[src/rtl/key_stream_loader.sv]
// Serial key loader: shifts in key + XOR-fold checksum LSB first, verifies it, then
// applies the key to the parallel keyinput bus in one step and holds it for a settle window.
module key_stream_loader #(
  parameter int KEY_W      = 16,
  parameter int CHK_W      = 4,
  parameter int SETTLE_CYC = 4
) (
  input  logic             clk,
  input  logic             rst_n,
  input  logic             start,
  input  logic             key_clear,
  input  logic             ser_valid,
  input  logic             ser_data,
  output logic             ser_ready,
  output logic [KEY_W-1:0] key_out,
  output logic             key_valid,
  output logic             busy,
  output logic             err
);

  localparam int TOT_W = KEY_W + CHK_W;
  localparam int CNT_W = $clog2(TOT_W + 1);
  localparam int SET_W = $clog2(SETTLE_CYC + 1);

  typedef enum logic [2:0] {
    S_IDLE  = 3'd0,
    S_SHIFT = 3'd1,
    S_CHECK = 3'd2,
    S_APPLY = 3'd3,
    S_HOLD  = 3'd4,
    S_ERROR = 3'd5
  } state_t;

  function automatic logic [CHK_W-1:0] xor_fold(input logic [KEY_W-1:0] k);
    logic [CHK_W-1:0] f;
    f = '0;
    for (int i = 0; i < KEY_W / CHK_W; i++) begin
      f = f ^ k[i*CHK_W +: CHK_W];
    end
    return f;
  endfunction

  state_t           state_q, state_d;
  logic [TOT_W-1:0] sr_q, sr_d;
  logic [CNT_W-1:0] bit_cnt_q, bit_cnt_d;
  logic [SET_W-1:0] set_cnt_q, set_cnt_d;
  logic [KEY_W-1:0] key_out_q, key_out_d;
  logic             ser_ready_q, ser_ready_d;
  logic             key_valid_q, key_valid_d;
  logic             busy_q, busy_d;
  logic             err_q, err_d;

  // Next-state and datapath computation; outputs are derived from the next state so they register cleanly.
  always_comb begin
    state_d   = state_q;
    sr_d      = sr_q;
    bit_cnt_d = bit_cnt_q;
    set_cnt_d = set_cnt_q;
    key_out_d = key_out_q;
    err_d     = err_q;
    if (key_clear) begin
      state_d   = S_IDLE;
      sr_d      = '0;
      bit_cnt_d = '0;
      set_cnt_d = '0;
      key_out_d = '0;
      err_d     = 1'b0;
    end else begin
      case (state_q)
        S_IDLE, S_HOLD, S_ERROR: begin
          if (start) begin
            state_d   = S_SHIFT;
            bit_cnt_d = '0;
            set_cnt_d = '0;
            err_d     = 1'b0;
          end else begin
            state_d = state_q;
          end
        end
        S_SHIFT: begin
          // Full frame sits one cycle with ser_ready low before CHECK; no extra bits are taken.
          if (bit_cnt_q == CNT_W'(TOT_W)) begin
            state_d = S_CHECK;
          end else if (ser_valid && ser_ready_q) begin
            sr_d      = {ser_data, sr_q[TOT_W-1:1]};
            bit_cnt_d = bit_cnt_q + CNT_W'(1);
          end else begin
            state_d = S_SHIFT;
          end
        end
        S_CHECK: begin
          if (xor_fold(sr_q[KEY_W-1:0]) == sr_q[TOT_W-1:KEY_W]) begin
            state_d   = S_APPLY;
            key_out_d = sr_q[KEY_W-1:0];
            set_cnt_d = '0;
          end else begin
            state_d = S_ERROR;
            err_d   = 1'b1;
          end
        end
        S_APPLY: begin
          if (set_cnt_q == SET_W'(SETTLE_CYC - 1)) begin
            state_d = S_HOLD;
          end else begin
            set_cnt_d = set_cnt_q + SET_W'(1);
          end
        end
        default: begin
          state_d = S_IDLE;
        end
      endcase
    end
    ser_ready_d = (state_d == S_SHIFT) && (bit_cnt_d != CNT_W'(TOT_W));
    busy_d      = (state_d == S_SHIFT) || (state_d == S_CHECK) || (state_d == S_APPLY);
    key_valid_d = (state_d == S_HOLD);
  end

  // State and registered outputs.
  always_ff @(posedge clk or negedge rst_n) begin
    if (!rst_n) begin
      state_q     <= S_IDLE;
      sr_q        <= '0;
      bit_cnt_q   <= '0;
      set_cnt_q   <= '0;
      key_out_q   <= '0;
      ser_ready_q <= 1'b0;
      key_valid_q <= 1'b0;
      busy_q      <= 1'b0;
      err_q       <= 1'b0;
    end else begin
      state_q     <= state_d;
      sr_q        <= sr_d;
      bit_cnt_q   <= bit_cnt_d;
      set_cnt_q   <= set_cnt_d;
      key_out_q   <= key_out_d;
      ser_ready_q <= ser_ready_d;
      key_valid_q <= key_valid_d;
      busy_q      <= busy_d;
      err_q       <= err_d;
    end
  end

  assign ser_ready = ser_ready_q;
  assign key_out   = key_out_q;
  assign key_valid = key_valid_q;
  assign busy      = busy_q;
  assign err       = err_q;

endmodule
[config.mk]
export PLATFORM = sky130hd
export DESIGN_NAME = key_stream_loader
export DESIGN_NICKNAME = d
export VERILOG_FILES = /design/src/rtl/key_stream_loader.sv
export SDC_FILE = /design/constraint.sdc
export NUM_CORES = 1
export LEC_CHECK = 0
export CAP_MARGIN = 30
export CORE_MARGIN = 2
export CORE_UTILIZATION = 30
export CTS_CLUSTER_SIZE = 25
export DETAILED_ROUTE_END_ITERATION = 16
export PLACE_DENSITY = 0.49
export SLEW_MARGIN = 10
export SYNTH_ARGS = -nofsm -noshare
export SYNTH_HDL_FRONTEND = slang
export SYNTH_SLANG_ARGS = --single-unit
[constraint.sdc]
create_clock -name clk -period 1.79 [get_ports clk]
set_input_delay 0.179 -clock clk [delete_from_list [all_inputs] [get_ports clk]]
set_output_delay 0.179 -clock clk [all_outputs]
set_load 0.005 [all_outputs]
==> Flow_metrics.wiki <==
{| class="wikitable"
! Metric !! Value
|-
| Syn_area_per_cell || 9.520 sq um
|-
| NetSw || 0.5358 mW
|-
| Overall overflow remaining after global route || 0
|-
| Sum of met2 wire segment lengths after detailed routing || 3459 microns
|-
| Core ar. || 8258 sq um
|-
| HPWL after detailed placement || 4252 microns
|-
| Slowest stage cell, crit path || xnor3_1
|-
| Crit-path max FO || 5
|-
| Total DRC errors in the routed layout || 0
|-
| Violations in the final reports || negative setup slack
|-
| Number of global-route vias before repair || 2,169
|-
| Post-synthesis cell area || 2580 sq um
|-
| Highest cell delay on the worst timing path || 450 ps
|-
| Routed via count divided by cell count || 4.895
|-
| Layout cells sized above 1 || 0.3305
|-
| Initial cell density of the core || 0.3124
|-
| Worst hold-check path type || in2async
|-
| Fmax || 479.7 MHz
|-
| Total Routed Length || 6983 microns
|-
| Chain of cells forming the critical path || xnor3_1 -> xnor2_2 -> nor4_2 -> nor4b_4 -> buf_4 -> clkbuf_16 -> mux2i_1
|-
| Cells after synthesis || 271
|-
| Fill cells || 801
|-
| Pre-CTS WS || -265.6 ps
|-
| Routability-driven placement congestion ratio || 0.7304
|-
| Total iterations of the first detailed-routing run || 4
|-
| Result of the run || finished with violations
|-
| First DRT Iteration DRCs || 79
|-
| Clock period minus worst slack || 2085 ps
|-
| Total number of vias || 2,232
|-
| Worst R2R Setup Slack || -290 ps
|-
| Count of unique library cells instantiated by Yosys || 43
|-
| Number of top-level design ports || 26
|-
| Htree depth || 2
|-
| Global-route wire length before repair || 10,830 microns
|-
| Clock sink count || 51
|-
| Met3 Wirelength || 129 microns
|-
| CTS Root Buffer Type || clkbuf_8
|-
| Layout Area Growth over Synthesis || 47.82%
|-
| Bufs and invs on worst path || 2
|-
| Reg clk slew, reported paths || 110 ps
|-
| Number of diodes || 0
|-
| Layout Nets || 360
|-
| Max Clock Skew || 15.32 ps
|-
| Area of the multi-input gates || 1458 sq um
|-
| Sequential share of the synthesized area || 0.4947
|-
| TritonCTS clock tree || done
|-
| Number of max-cap violations || 0
|-
| Data arrival time of the critical path || 2320 ps
|-
| Die height || 96.74 microns
|-
| Max rail drop VDD || 0.3365 mV
|-
| Number of synthesized register bits || 51
|-
| Uppermost signal routing layer after detailed routing || met4
|-
| Horiz. Die Dim || 96.74 microns
|-
| Static power due to leakage || 1.666 nW
|-
| Number of slew-limit violations in the final report || 0
|-
| P_int || 1.647 mW
|-
| Full die area || 9358 sq um
|-
| Sequential fraction of design power || 0.533
|-
| Kind of cell adding the most delay to the critical path || XOR/XNOR gates
|-
| Kind of end point of the critical path || flip-flop
|-
| Clock latency on the worst-skew pair || 310 ps
|-
| Maximum clock path buffer count || 2
|-
| Total of warnings raised by yosys || 0
|-
| Routed wirelength normalized by instance count || 15.31 microns
|-
| Number of cells on the worst reg-to-reg path || 7
|-
| Commonest non-fill, non-tap cell in the layout || nand2_1
|-
| Metal1 wirelength || 3301 microns
|-
| Type of the worst setup path || reg2reg
|-
| Flip-flop cell with the highest count after synthesis || dfrtp_1
|-
| IO Port Bufs || 25
|-
| Clock buffer count from CTS || 5
|-
| Reg2Reg Capture Point || key_out[0]
|-
| Post-route fraction of the period consumed by the critical path || 1.165
|-
| Part of the power in combinational logic || 0.084
|-
| Post-synth net total || 281
|-
| Largest net degree at the start of global routing || 52
|-
| Total area of sequential cells || 1276 sq um
|-
| Total global routing track utilization || 0.1403
|-
| Data required, critical path || 2020 ps
|-
| Least setup slack across all paths after layout || -294.8 ps
|-
| Transition time of the tightest slew-check pin || 392.3 ps
|-
| Leading cell types in the layout, fill and taps excluded || 77 x nand2_1, 51 x dfrtp_1, 51 x buf_4
|-
| Number of enable flip-flop cells after synthesis || 0
|-
| Total power density per cell area || 572.4 nW/um^2
|-
| Site Rows || 33
|-
| Setup repair after global routing missed its margin || true
|-
| Switch share || 0.2454
|-
| Critical path depth in cells || 7
|-
| Final setup violating endpoints || 25
|-
| Proportion of synthesized flip-flops having asynchronous set or reset || 1.000
|-
| Worst hold slack || 371.0 ps
|-
| FF-to-FF Start || sr_q[13]
|-
| Antenna violations before repair || 0
|-
| Hold Fails Final Rpt || 0
|-
| ANT nets after route || 0
|-
| Worst relative slew slack || 0.7376
|-
| Portion of total power attributed to the clock network || 0.383
|-
| Nature of the critical path startpoint || flip-flop
|}
[stage by stage]
| stage | total power, mW | utilization | TNS, ps | instances | area, sq um |
|---|---|---|---|---|---|
| after detailed placement | 1.336 | 0.3956 | -5118 | 430 | 3267 |
| after floorplan | 1.243 | - | -1378 | 271 | 2595 |
| final | 2.183 | 0.4618 | -5617 | 456 | 3814 |
| after CTS | 2.184 | 0.4220 | -5100 | 442 | 3485 |
| after global placement | 1.337 | 0.3956 | -4530 | 430 | 3267 |
| after global routing | 2.276 | 0.4618 | -8163 | 456 | 3814 |
[area by class of cell]
class / instances / area share
multi-input combinational: 195 / 0.3822
timing repair buffer: 88 / 0.2103
sequential: 51 / 0.3346
inverter: 9 / 0.008858
tap: 105 / 0.03445
clock inverter: 3 / 0.01148
clock buffer: 5 / 0.01804
[cells by family after synthesis]
family,share of synthesized area
xor+xnor,0.06207
flops,0.4947
buf+inv,0.04559
compound gates,0.1319
mux,0.06207
fa+ha+maj,0.01940
simple gates,0.1843
[per-layer routing]
layer	vias up	track usage
met3	6	0.01951
met1	1112	0.1855
li1	1084	-
met2	30	0.2377
met4	0	0.04550
met5	-	0
[worst reg2reg max path: cells and delay by family, from the launching register on]
| kind | cells | cell delay (ps) |
|---|---|---|
| flip-flops | 1 | 360 |
| multiplexers | 1 | 170 |
| buffers and inverters | 2 | 340 |
| AND/OR/NAND/NOR | 2 | 510 |
| XOR/XNOR | 2 | 630 |
[worst max path at each step]
stage	slack, ps	from	to
2_1_floorplan	-140	sr_q[15]	key_out[2]
3_3_place_gp	-220	sr_q[15]	key_out[3]
3_5_place_dp	-270	sr_q[15]	key_out[1]
4_1_cts	-280	sr_q[15]	key_out[1]
5_1_grt	-370	sr_q[13]	key_out[1]
6_report	-290	sr_q[13]	key_out[0]
[cells in the mapped netlist (all sizes together) (6+ instances only)]
cell,instances,area share
o21ai,6,0.012
mux2i,16,0.062
inv,8,0.012
nand2,81,0.12
nor2,8,0.012
dfrtp,51,0.49
a21oi,25,0.048
clkbuf,14,0.020
[registers in the layout (all words and copies together) (netlist names), 3 cells and up]
signal     count
sr_q          20
key_out       16
bit_cnt_q      5
set_cnt_q      3
state_q        3
[timing repair]
| item | CTS | global route |
|---|---|---|
| hold buffers | 1 | 0 |
| gates cloned | 0 | 5 |
| buffers inserted | 4 | 10 |
| resized for setup | 16 | 49 |
| pin swaps | 9 | 22 |
| endpoints found under the setup margin | 26 | 46 |
| hold endpoints to repair | 51 | 0 |
[power by group through the flow]
stage,registers (mW),logic (mW),clock network [mW]
2_1_floorplan,1.18,0.0576,0
3_3_place_gp,1.19,0.151,0
3_5_place_dp,1.19,0.151,0
4_1_cts,1.16,0.164,0.857
5_1_grt,1.16,0.200,0.911
6_report,1.16,0.183,0.837
(Power assumes the default switching activity.)
